[src/rtl/serial_slave_rx_if.sv]
// serial_slave_rx_if: master/slave signal bundle for the serial receive port
interface serial_slave_rx_if #(
    parameter int ADDR_W = 12,
    parameter int DATA_W = 8,
    parameter int BLEN_W = 12
);
    logic              m_valid;
    logic              read_enable;
    logic              write_enable;
    logic              rx_address;
    logic              rx_data;
    logic              m_ready;
    logic              burst_en;
    logic [BLEN_W-1:0] burst_len;
    logic              s_ready;
    logic [ADDR_W-1:0] addr;
    logic [DATA_W-1:0] data;
    logic              rd_strobe;
    logic              wr_strobe;
    logic [BLEN_W-1:0] beat_count;
    logic              last_beat;
    logic              busy;
    logic              err;

    modport master (
        output m_valid, read_enable, write_enable, rx_address, rx_data, m_ready, burst_en, burst_len,
        input  s_ready, addr, data, rd_strobe, wr_strobe, beat_count, last_beat, busy, err
    );

    modport slave (
        input  m_valid, read_enable, write_enable, rx_address, rx_data, m_ready, burst_en, burst_len,
        output s_ready, addr, data, rd_strobe, wr_strobe, beat_count, last_beat, busy, err
    );
endinterface

[src/rtl/serial_slave_rx.sv]
// serial_slave_rx: deserialises LSB-first address/data and issues single or burst read/write strobes
module serial_slave_rx #(
    parameter int ADDR_W     = 12,
    parameter int DATA_W     = 8,
    parameter int BLEN_W     = 12,
    parameter int GAP_CYCLES = 4
) (
    input logic               clk,
    input logic               reset,
    serial_slave_rx_if.slave  bus
);
    localparam int CW = (ADDR_W > 1) ? $clog2(ADDR_W) : 1;
    localparam int GW = (GAP_CYCLES > 1) ? $clog2(GAP_CYCLES) : 1;

    if (DATA_W < 1 || DATA_W > ADDR_W) begin : g_bad_data_w
        $error("DATA_W must lie in 1..ADDR_W");
    end

    typedef enum logic [2:0] {IDLE, ADDR_RX, DATA_RX, STROBE, WAIT_HS, WAIT_RD, GAP} state_t;

    state_t            state_q, state_d;
    logic [ADDR_W-1:0] addr_q, addr_d;
    logic [DATA_W-1:0] data_q, data_d;
    logic [BLEN_W-1:0] beat_q, beat_d;
    logic [BLEN_W-1:0] beats_q, beats_d;
    logic [CW-1:0]     cnt_q, cnt_d;
    logic [GW-1:0]     gap_q, gap_d;
    logic              wr_q, wr_d;
    logic              err_q, err_d;
    logic              s_ready;
    logic              hs;
    logic              is_last;
    logic [ADDR_W-1:0] amask;
    logic [DATA_W-1:0] dmask;

    assign s_ready = (state_q == IDLE) || (state_q == WAIT_HS);
    assign hs      = bus.m_valid && s_ready;
    assign is_last = beat_q == beats_q - BLEN_W'(1);
    assign amask   = ADDR_W'(1) << cnt_q;
    assign dmask   = DATA_W'(1) << cnt_q;

    // Next-state and datapath: bit i of a phase lands at position cnt_q on cycle i after its handshake
    always_comb begin
        state_d = state_q;
        addr_d  = addr_q;
        data_d  = data_q;
        beat_d  = beat_q;
        beats_d = beats_q;
        cnt_d   = cnt_q;
        gap_d   = gap_q;
        wr_d    = wr_q;
        err_d   = 1'b0;
        case (state_q)
            IDLE: begin
                if (hs && (bus.read_enable ^ bus.write_enable)) begin
                    wr_d      = bus.write_enable;
                    beats_d   = bus.burst_en ? ((bus.burst_len == '0) ? BLEN_W'(1) : bus.burst_len) : BLEN_W'(1);
                    addr_d[0] = bus.rx_address;
                    data_d[0] = bus.rx_data;
                    beat_d    = '0;
                    cnt_d     = CW'(1);
                    state_d   = (ADDR_W == 1) ? STROBE : ADDR_RX;
                end else if (hs) begin
                    err_d = 1'b1;
                end
            end
            ADDR_RX: begin
                addr_d = bus.rx_address ? (addr_q | amask) : (addr_q & ~amask);
                if (wr_q && 32'(cnt_q) < DATA_W) begin
                    data_d = bus.rx_data ? (data_q | dmask) : (data_q & ~dmask);
                end
                if (32'(cnt_q) == ADDR_W - 1) begin
                    state_d = STROBE;
                end else begin
                    cnt_d = cnt_q + CW'(1);
                end
            end
            DATA_RX: begin
                data_d = bus.rx_data ? (data_q | dmask) : (data_q & ~dmask);
                if (32'(cnt_q) == DATA_W - 1) begin
                    state_d = STROBE;
                end else begin
                    cnt_d = cnt_q + CW'(1);
                end
            end
            STROBE: begin
                state_d = is_last ? IDLE : (wr_q ? WAIT_HS : WAIT_RD);
            end
            WAIT_HS: begin
                if (hs) begin
                    addr_d    = addr_q + ADDR_W'(1);
                    beat_d    = beat_q + BLEN_W'(1);
                    data_d[0] = bus.rx_data;
                    cnt_d     = CW'(1);
                    state_d   = (DATA_W == 1) ? STROBE : DATA_RX;
                end
            end
            WAIT_RD: begin
                if (bus.m_ready) begin
                    addr_d  = addr_q + ADDR_W'(1);
                    beat_d  = beat_q + BLEN_W'(1);
                    gap_d   = '0;
                    state_d = (GAP_CYCLES == 0) ? STROBE : GAP;
                end
            end
            GAP: begin
                if (32'(gap_q) == GAP_CYCLES - 1) begin
                    state_d = STROBE;
                end else begin
                    gap_d = gap_q + GW'(1);
                end
            end
            default: state_d = IDLE;
        endcase
    end

    // State and datapath registers; reset discards any transfer in flight
    always_ff @(posedge clk) begin
        if (reset) begin
            state_q <= IDLE;
            addr_q  <= '0;
            data_q  <= '0;
            beat_q  <= '0;
            beats_q <= '0;
            cnt_q   <= '0;
            gap_q   <= '0;
            wr_q    <= 1'b0;
            err_q   <= 1'b0;
        end else begin
            state_q <= state_d;
            addr_q  <= addr_d;
            data_q  <= data_d;
            beat_q  <= beat_d;
            beats_q <= beats_d;
            cnt_q   <= cnt_d;
            gap_q   <= gap_d;
            wr_q    <= wr_d;
            err_q   <= err_d;
        end
    end

    assign bus.s_ready    = s_ready;
    assign bus.addr       = addr_q;
    assign bus.data       = data_q;
    assign bus.beat_count = beat_q;
    assign bus.rd_strobe  = (state_q == STROBE) && !wr_q;
    assign bus.wr_strobe  = (state_q == STROBE) && wr_q;
    assign bus.last_beat  = (state_q == STROBE) && is_last;
    assign bus.busy       = state_q != IDLE;
    assign bus.err        = err_q;
endmodule

[src/flat_wrapper.sv]
// flat-port wrapper written by rule: the top's interface ports become plain ports
module serial_slave_rx_flat 
#(
    parameter int ADDR_W     = 12,
    parameter int DATA_W     = 8,
    parameter int BLEN_W     = 12,
    parameter int GAP_CYCLES = 4
)
  (clk, reset, bus_m_valid, bus_read_enable, bus_write_enable, bus_rx_address, bus_rx_data, bus_m_ready, bus_burst_en, bus_burst_len, bus_s_ready, bus_addr, bus_data, bus_rd_strobe, bus_wr_strobe, bus_beat_count, bus_last_beat, bus_busy, bus_err);
  serial_slave_rx_if #(.ADDR_W(ADDR_W), .DATA_W(DATA_W), .BLEN_W(BLEN_W)) bus_i ();
  input logic clk;
  input logic reset;
  input wire logic [$bits(bus_i.m_valid)-1:0] bus_m_valid;
  input wire logic [$bits(bus_i.read_enable)-1:0] bus_read_enable;
  input wire logic [$bits(bus_i.write_enable)-1:0] bus_write_enable;
  input wire logic [$bits(bus_i.rx_address)-1:0] bus_rx_address;
  input wire logic [$bits(bus_i.rx_data)-1:0] bus_rx_data;
  input wire logic [$bits(bus_i.m_ready)-1:0] bus_m_ready;
  input wire logic [$bits(bus_i.burst_en)-1:0] bus_burst_en;
  input wire logic [$bits(bus_i.burst_len)-1:0] bus_burst_len;
  output wire logic [$bits(bus_i.s_ready)-1:0] bus_s_ready;
  output wire logic [$bits(bus_i.addr)-1:0] bus_addr;
  output wire logic [$bits(bus_i.data)-1:0] bus_data;
  output wire logic [$bits(bus_i.rd_strobe)-1:0] bus_rd_strobe;
  output wire logic [$bits(bus_i.wr_strobe)-1:0] bus_wr_strobe;
  output wire logic [$bits(bus_i.beat_count)-1:0] bus_beat_count;
  output wire logic [$bits(bus_i.last_beat)-1:0] bus_last_beat;
  output wire logic [$bits(bus_i.busy)-1:0] bus_busy;
  output wire logic [$bits(bus_i.err)-1:0] bus_err;
  assign bus_i.m_valid = bus_m_valid;
  assign bus_i.read_enable = bus_read_enable;
  assign bus_i.write_enable = bus_write_enable;
  assign bus_i.rx_address = bus_rx_address;
  assign bus_i.rx_data = bus_rx_data;
  assign bus_i.m_ready = bus_m_ready;
  assign bus_i.burst_en = bus_burst_en;
  assign bus_i.burst_len = bus_burst_len;
  assign bus_s_ready = bus_i.s_ready;
  assign bus_addr = bus_i.addr;
  assign bus_data = bus_i.data;
  assign bus_rd_strobe = bus_i.rd_strobe;
  assign bus_wr_strobe = bus_i.wr_strobe;
  assign bus_beat_count = bus_i.beat_count;
  assign bus_last_beat = bus_i.last_beat;
  assign bus_busy = bus_i.busy;
  assign bus_err = bus_i.err;
  serial_slave_rx #(.ADDR_W(ADDR_W), .DATA_W(DATA_W), .BLEN_W(BLEN_W), .GAP_CYCLES(GAP_CYCLES)) u_core (.clk(clk), .reset(reset), .bus(bus_i));
endmodule
[config.mk]
export PLATFORM = sky130hd
export DESIGN_NAME = serial_slave_rx_flat
export DESIGN_NICKNAME = d
export VERILOG_FILES = /design/src/rtl/serial_slave_rx_if.sv /design/src/rtl/serial_slave_rx.sv /design/src/flat_wrapper.sv
export SDC_FILE = /design/constraint.sdc
export NUM_CORES = 1
export LEC_CHECK = 0
export BUFFER_PORTS_ARGS = -buffer_cell sky130_fd_sc_hd__buf_2
export CAP_MARGIN = 20
export CORE_ASPECT_RATIO = 1.1
export CORE_UTILIZATION = 51
export CTS_CLUSTER_SIZE = 24
export DETAILED_ROUTE_END_ITERATION = 8
export PLACE_DENSITY = 0.76
export RECOVER_POWER = 25
export SKIP_CTS_REPAIR_TIMING = 1
export SYNTH_ARGS = -nofsm -noshare
export SYNTH_HDL_FRONTEND = slang
export SYNTH_SLANG_ARGS = --single-unit
[constraint.sdc]
create_clock -name clk -period 1.9 [get_ports clk]
set_input_delay 0.285 -clock clk [delete_from_list [all_inputs] [get_ports clk]]
set_output_delay 0.285 -clock clk [all_outputs]
set_load 0.02 [all_outputs]
Word level (Yosys, flattened, before mapping)
Index checks and enable logic that the tools add are counted.

storage, ports and cells
  input bits = 21
  logic and storage cells = 110
  bits in registers = 55
  output and inout port bits = 38

operators by class
  mux-type cells = 36
  reduce and logical (&&, ||, !) cells = 27
  $lt $le $gt $ge = 1
  add/subtract/negate cells = 5
  equality and inequality tests = 20
  bitwise logic cells = 8
  shift operators = 2

operators by type and width
  cell                   number
  $mux 12                8
  $pmux 12 s3            1
  $pmux 11 s3            1
  $add 12x1->12 const B  2
  $mux 3                 7
  $pmux 3 s7             1
  $mux 4                 4
  $mux 8                 2
  $pmux 4 s4             1
  $pmux 7 s2             1
  $and 12x12->12         1
  $eq 12x12->1           1
  $logic_not 12->1       1
  $not 12->12            1
  $or 12x12->12          1
  $reduce_and 4->1       3
  $shl 1x4->12 const A   1
  $sub 12x1->12 const B  1
  $ne 2x1->1 const B     5
  $ne 2x2->1 const B     5
  $eq 3x3->1 const B     3
  $reduce_bool 3->1      3
  $and 8x8->8            1
  $not 8->8              1
  other kinds (27)       43

Logic depth before layout (Yosys ltp)
Gate-level depths: netlist of run 1.

  depth in word-level cells = 6
  depth in mapped cells = 9
  depth with buffers taken out = 8

Worst setup path after synthesis of run 1
No wires, ideal clock.

  path kind = register to output
  start = register u_core.beats_q[0]
  end = output port bus_last_beat
  cell stages (with the launch flop) = 10
  setup slack = -0.194 ns
  data arrival time = 1.809 ns
  data required time = 1.615 ns
  path buffers = 1
  cells stage by stage = dfxtp_1 > inv_1 > ha_1 > nor3b_1 > buf_2 > o31a_1 > a21oi_1 > o22a_1 > nor2_1 > and4_1

between the ends
  longest elaborated chain between the ends = 3

RTL lines
  element                   line                    text
  start: declaration        serial_slave_rx.sv:25   logic [BLEN_W-1:0] beats_q, beats_d;
  start signal: assignment  serial_slave_rx.sv:134  beats_q <= beats_d;
  $sub 12x1->12             serial_slave_rx.sv:38   assign is_last = beat_q == beats_q - BLEN_W'(1);
  $eq 12x12->1              serial_slave_rx.sv:38
  $logic_and 1x1->1         serial_slave_rx.sv:148  assign bus.last_beat = (state_q == STROBE) && is_last;
  end: declaration          flat_wrapper.sv:27      output wire logic [$bits(bus_i.last_beat)-1:0] bus_last_beat;

Every way passes these cells.

Worst setup path after layout of run 1
Ends and elaborated chain as after synthesis.

==> impl_metrics.json, run 1 <==
{
  "ys_types": 57,
  "cap_violations": 0,
  "final_common_cell": "nor2_1",
  "path_class": "reg2out",
  "dp_slack_ps": -157,
  "num_antenna_cells": 0,
  "wl_per_cell_um": 15.5,
  "rows": 30,
  "cellPowerDensity_nw_per_um2": 620,
  "synth_adder_area_share_pct": 3.65,
  "drive_above_1_share_pct": 21.7,
  "arrival_ps": 2070,
  "grt.overflow.total": 0,
  "initial_core_util_pct": 54.3,
  "io_buffers": 58,
  "r2r-end": "u_core.state_q[2]",
  "antenna_found_initial": 0,
  "root_buffer": "clkbuf_8",
  "skew_ps": 5.62,
  "synth_compound_area_share_pct": 20.8,
  "vias": 3554,
  "maxSlewHeadroom_pct": 71.7,
  "syn_avg_cell_area_um2": 7.61,
  "ys_seq_elements": 55,
  "tightest_slew_ps": 421,
  "r2r-start": "u_core.beats_q[0]",
  "synthArstFlopShare_pct": 0,
  "grt_max_degree": 38,
  "power.leakage_nw": 1.69,
  "finalHoldViolations": 0,
  "synthXorXnorAreaFrac_pct": 7.31,
  "vdd_drop_max_mv": 0.461,
  "fin_crit_ps": 2350,
  "reg2reg_depth": 11,
  "gp_congestion": 0.937,
  "cp.required_ps": 1620,
  "synth-simple-area-share_pct": 28.8,
  "place_hpwl_um": 7210,
  "die_area_um2": 7040,
  "ioPinCount": 59,
  "cts_buffers": 5,
  "cts.sinks": 55,
  "fmax_mhz": 425,
  "path_clk_slew_ps": 100,
  "grt_pass1_wl_um": 15200,
  "cp-start-kind": "flip-flop",
  "drcViolationCount": 0,
  "first_pass_iters": 4,
  "yosys_warnings": 0,
  "synth_edf_count": 0,
  "coreArea_um2": 6310,
  "cp_max_fo": 6,
  "final_cell_mix": "nor2_1, dfxtp_1, nand2_1",
  "synth_fp_nets": 481,
  "die_x_um": 80.1,
  "clk_latency_ps": 310,
  "postLayoutCellArea_um2": 4160,
  "ant_nets": 0,
  "setup_viol": 3,
  "syn-cell-area_um2": 3420,
  "cp-endpoint": "bus_last_beat",
  "totalPowerFinal_mw": 2.58,
  "fin_tns_setup_ps": -491,
  "rsz0062_at_grt": "true",
  "cts_tree": "yes",
  "die_h_um": 87.9,
  "cts.path.max_buffers": 2,
  "r2r_slack_ps": -20,
  "grt_pass1_vias": 3305,
  "finalWirelength_um": 9490,
  "muxShareOfSynthArea_pct": 2.41,
  "endpoint_kind": "primary output",
  "viasPerCell": 5.79,
  "min_path_type": "in2reg",
  "final_core_util_pct": 66.0,
  "slew_violations": 0,
  "violations": "setup timing",
  "synth_top_family_by_area": "simple AND/OR/NAND/NOR gates",
  "dpl-instance-area_um2": 4030,
  "layout_setup_ws_ps": -450,
  "status": "complete, but fails checks",
  "fin_crit_sh_pct": 124,
  "startpoint": "u_core.beats_q[0]",
  "first_iter_violations": 170,
  "ys_seq_area_share_pct": 32.2,
  "syn_inst": 450,
  "synth-main-ff-cell": "dfxtp_1",
  "grt_util_all_layers_pct": 27.8,
  "fin_nets": 566,
  "htreeDepth": 2,
  "syn2layout_area_growth_pct": 21.5
}
final cells by class:
cell class | count | area (um2)
tap | 80 | 100
clock buffer | 5 | 68.8
fill | 599 | 2150
multi-input combinational | 357 | 2210
clock inverter | 1 | 7.51
timing repair buffer | 102 | 613
inverter | 14 | 52.6
sequential | 55 | 1110
power by group:
group	leakage, nW	internal [mW]	switching, mW
clock	0.0361	0.246	0.384
combinational	1.21	0.324	0.386
sequential	0.448	1.19	0.0493
total	1.69	1.76	0.820
through the flow:
step           cells  hold WS (ps)
2_1_floorplan    450           421
3_3_place_gp     603           444
3_5_place_dp     603           456
4_1_cts          609           220
5_1_grt          614           224
6_report         614           224
synthesized netlist by cell type, types with 9 or more instances:
cell type	n	area (um2)
nand2_1	49	184
a21oi_1	39	195
a211oi_1	9	67.6
nand2b_1	12	75.1
nor2_1	54	203
o21ai_0	22	110
and3_1	9	56.3
clkbuf_1	14	52.6
xnor2_1	14	123
dfxtp_1	55	1100
ha_1	10	125
xor2_1	12	105
nand3_1	30	150
inv_1	13	48.8
kinds of logic after synthesis:
family | count (synthesis)
AO/OA/AOI/OAI | 112
buffers and inverters | 38
multiplexers | 8
adder cells (fa/ha/maj) | 10
AND/OR/NAND/NOR | 200
flip-flops | 55
XOR/XNOR | 27
how the worst min path moves through the flow:
stage                     startpoint                end  slack [ps]  depth (start not counted)
finish              bus_burst_len[9]  u_core.beats_q[9]         220                          3
global route        bus_burst_len[9]  u_core.beats_q[9]         220                          3
CTS                 bus_burst_len[9]  u_core.beats_q[9]         220                          3
detailed placement   u_core.gap_q[1]    u_core.gap_q[1]         460                          2
global placement     u_core.gap_q[1]    u_core.gap_q[1]         440                          2
floorplan           bus_write_enable        u_core.wr_q         420                          2
per-layer routing:
| metal | track usage (%) | wire length [um] | vias up | part of all wire (%) |
|---|---|---|---|---|
| met5 | 0 | 0 | - | 0 |
| met4 | 10.7 | 224 | 0 | 2.4 |
| met3 | 4.38 | 418 | 18 | 4.4 |
| met2 | 51.0 | 4870 | 99 | 51 |
| met1 | 32.1 | 3970 | 1660 | 42 |
| li1 | - | - | 1777 | - |
worst max-delay path, cell delays in order, from the launching register on:
cell	delay, ps
dfxtp_2	350
inv_2	80
ha_4	130
nor3b_4	210
buf_6	150
o31a_1	150
a211oi_1	80
o22a_1	210
nor2_1	90
and4_4	200
buf_6	110
Note: power is estimated with default switching activity, not from simulation.
==> run 2: changes to the inputs <==
--- a/config.mk
+++ b/config.mk
@@ -7,13 +7,14 @@
 export LEC_CHECK = 0
 export BUFFER_PORTS_ARGS = -buffer_cell sky130_fd_sc_hd__buf_2
 export CAP_MARGIN = 20
-export CORE_ASPECT_RATIO = 1.1
+export CORE_ASPECT_RATIO = 1.2
 export CORE_UTILIZATION = 51
 export CTS_CLUSTER_SIZE = 24
 export DETAILED_ROUTE_END_ITERATION = 8
 export PLACE_DENSITY = 0.76
 export RECOVER_POWER = 25
 export SKIP_CTS_REPAIR_TIMING = 1
+export SLEW_MARGIN = 0
 export SYNTH_ARGS = -nofsm -noshare
 export SYNTH_HDL_FRONTEND = slang
 export SYNTH_SLANG_ARGS = --single-unit
==> impl_metrics.json, run 2 (synthesis results as in run 1) <==
{
  "status": "complete, but fails checks",
  "violations": "setup timing",
  "r2r_slack_ps": -10,
  "cts.sinks": 55,
  "path_clk_slew_ps": 100,
  "clk_latency_ps": 310,
  "slew_violations": 0,
  "startpoint": "u_core.beats_q[0]",
  "cp_max_fo": 6,
  "num_antenna_cells": 0,
  "fin_nets": 560,
  "fin_crit_ps": 2350,
  "hold_depth": 3,
  "critical_path.cell_chain": "inv_2 > ha_4 > nor3b_4 > buf_6 > o31a_1 > a21oi_1 > o22a_1 > nor2_1 > and4_4 > buf_6",
  "gp_congestion": 0.953,
  "final_common_cell": "nor2_1",
  "n_fill_cell": 579,
  "cap_violations": 0,
  "tightest_slew_ps": 410,
  "antenna_found_initial": 0,
  "die_x_um": 76.8,
  "final_cell_mix": "nor2_1, dfxtp_1, nand2_1",
  "regArea_um2": 1110,
  "vias": 3560,
  "root_buffer": "clkbuf_8",
  "hold_path_end": "u_core.beats_q[9]",
  "initial_core_util_pct": 53.1,
  "first_iter_violations": 133,
  "min_path_type": "in2reg",
  "cts.path.max_buffers": 2,
  "grt_util_all_layers_pct": 26.9,
  "placedCellCount": 604,
  "instances_no_fill": 614,
  "finalHoldViolations": 0,
  "vdd_drop_max_mv": 0.425,
  "syn2layout_area_growth_pct": 20.9,
  "cp-start-kind": "flip-flop",
  "finalWirelength_um": 9180,
  "grt.overflow.total": 0,
  "cts_buffers": 5,
  "r2r-end": "u_core.state_q[0]",
  "reg2reg_depth": 11,
  "htreeDepth": 2,
  "wl_per_cell_um": 14.9,
  "ioPinCount": 59,
  "power.leakage_nw": 1.68,
  "first_pass_iters": 5,
  "cpMostUsedCell": "buf_6",
  "grt_pass1_vias": 3379,
  "io_buffers": 58,
  "r2r-start": "u_core.beats_q[0]",
  "cts_tree": "yes",
  "multi_input_area_um2": 2200,
  "ant_nets": 0,
  "min_from": "bus_burst_len[9]",
  "cellPowerDensity_nw_per_um2": 647,
  "rows": 32,
  "place_hpwl_um": 6990,
  "rsz0062_at_grt": "true",
  "drcViolationCount": 0,
  "holdWs_ps": 233,
  "coreArea_um2": 6450,
  "totalPowerFinal_mw": 2.68,
  "layout_setup_ws_ps": -454,
  "grt_pass1_wl_um": 15300,
  "grt_max_degree": 38,
  "arrival_ps": 2070,
  "cp.required_ps": 1620,
  "drive_above_1_share_pct": 20.2,
  "die_area_um2": 7050,
  "setup_viol": 3,
  "critical-path-slowest-cell": "dfxtp_2",
  "path_class": "reg2out",
  "endpoint_kind": "primary output",
  "skew_ps": 6.18,
  "die_h_um": 91.8,
  "maxSlewHeadroom_pct": 72.5,
  "slowest_delay_ps": 340,
  "fmax_mhz": 425,
  "viasPerCell": 5.80,
  "fin_crit_sh_pct": 124
}
run 2: worst max path at each step:
stage	endpoint	slack (ps)	cells after the start
final	bus_last_beat	-450	10
after global routing	bus_last_beat	-580	6
after CTS	bus_last_beat	-470	10
after detailed placement	bus_last_beat	-130	10
after global placement	bus_last_beat	-90	10
after floorplan	bus_last_beat	-8	9
run 2: layer usage:
metal	vias to the layer above	global-route usage, %	wire length, um	part of all wire, %
met5	-	0	0	0
met4	0	13.8	327	3.6
met3	22	3.28	361	3.9
met2	107	47.7	4650	51
met1	1670	31.5	3840	42
li1	1761	-	-	-
run 2: stage by stage:
stage	area (um2)	worst slack [ps]	util, %	TNS [ps]
after floorplan	3450	-7.71	-	-7.71
after global placement	4000	-92.6	62.1	-92.6
after detailed placement	4000	-131	62.1	-131
after CTS	4110	-475	63.7	-556
after global routing	4140	-577	64.2	-824
final	4140	-454	64.2	-468
run 2: area by class of cell:
class / instances / area share, %
inverters: 14 / 1.27
flip-flops and latches: 55 / 26.7
clock buffers: 6 / 1.75
well taps: 85 / 2.57
clock inverters: 1 / 0.725
multi-input cells: 357 / 53.2
repair buffers: 96 / 13.8
run 2: worst max-delay path: cells and delay by family (launching register included):
kind            cells  cell delay (ps)
compound gates      3              470
fa+ha+maj           1              130
buf+inv             3              320
flops               1              340
simple gates        3              510
run 2: power breakdown:
part           internal (mW)  total (mW)  switching, mW  leakage [nW]
combinational          0.306       0.679          0.372          1.18
clock                  0.387       0.766          0.379        0.0513
sequential              1.19        1.23         0.0454         0.448
total                   1.88        2.68          0.797          1.68
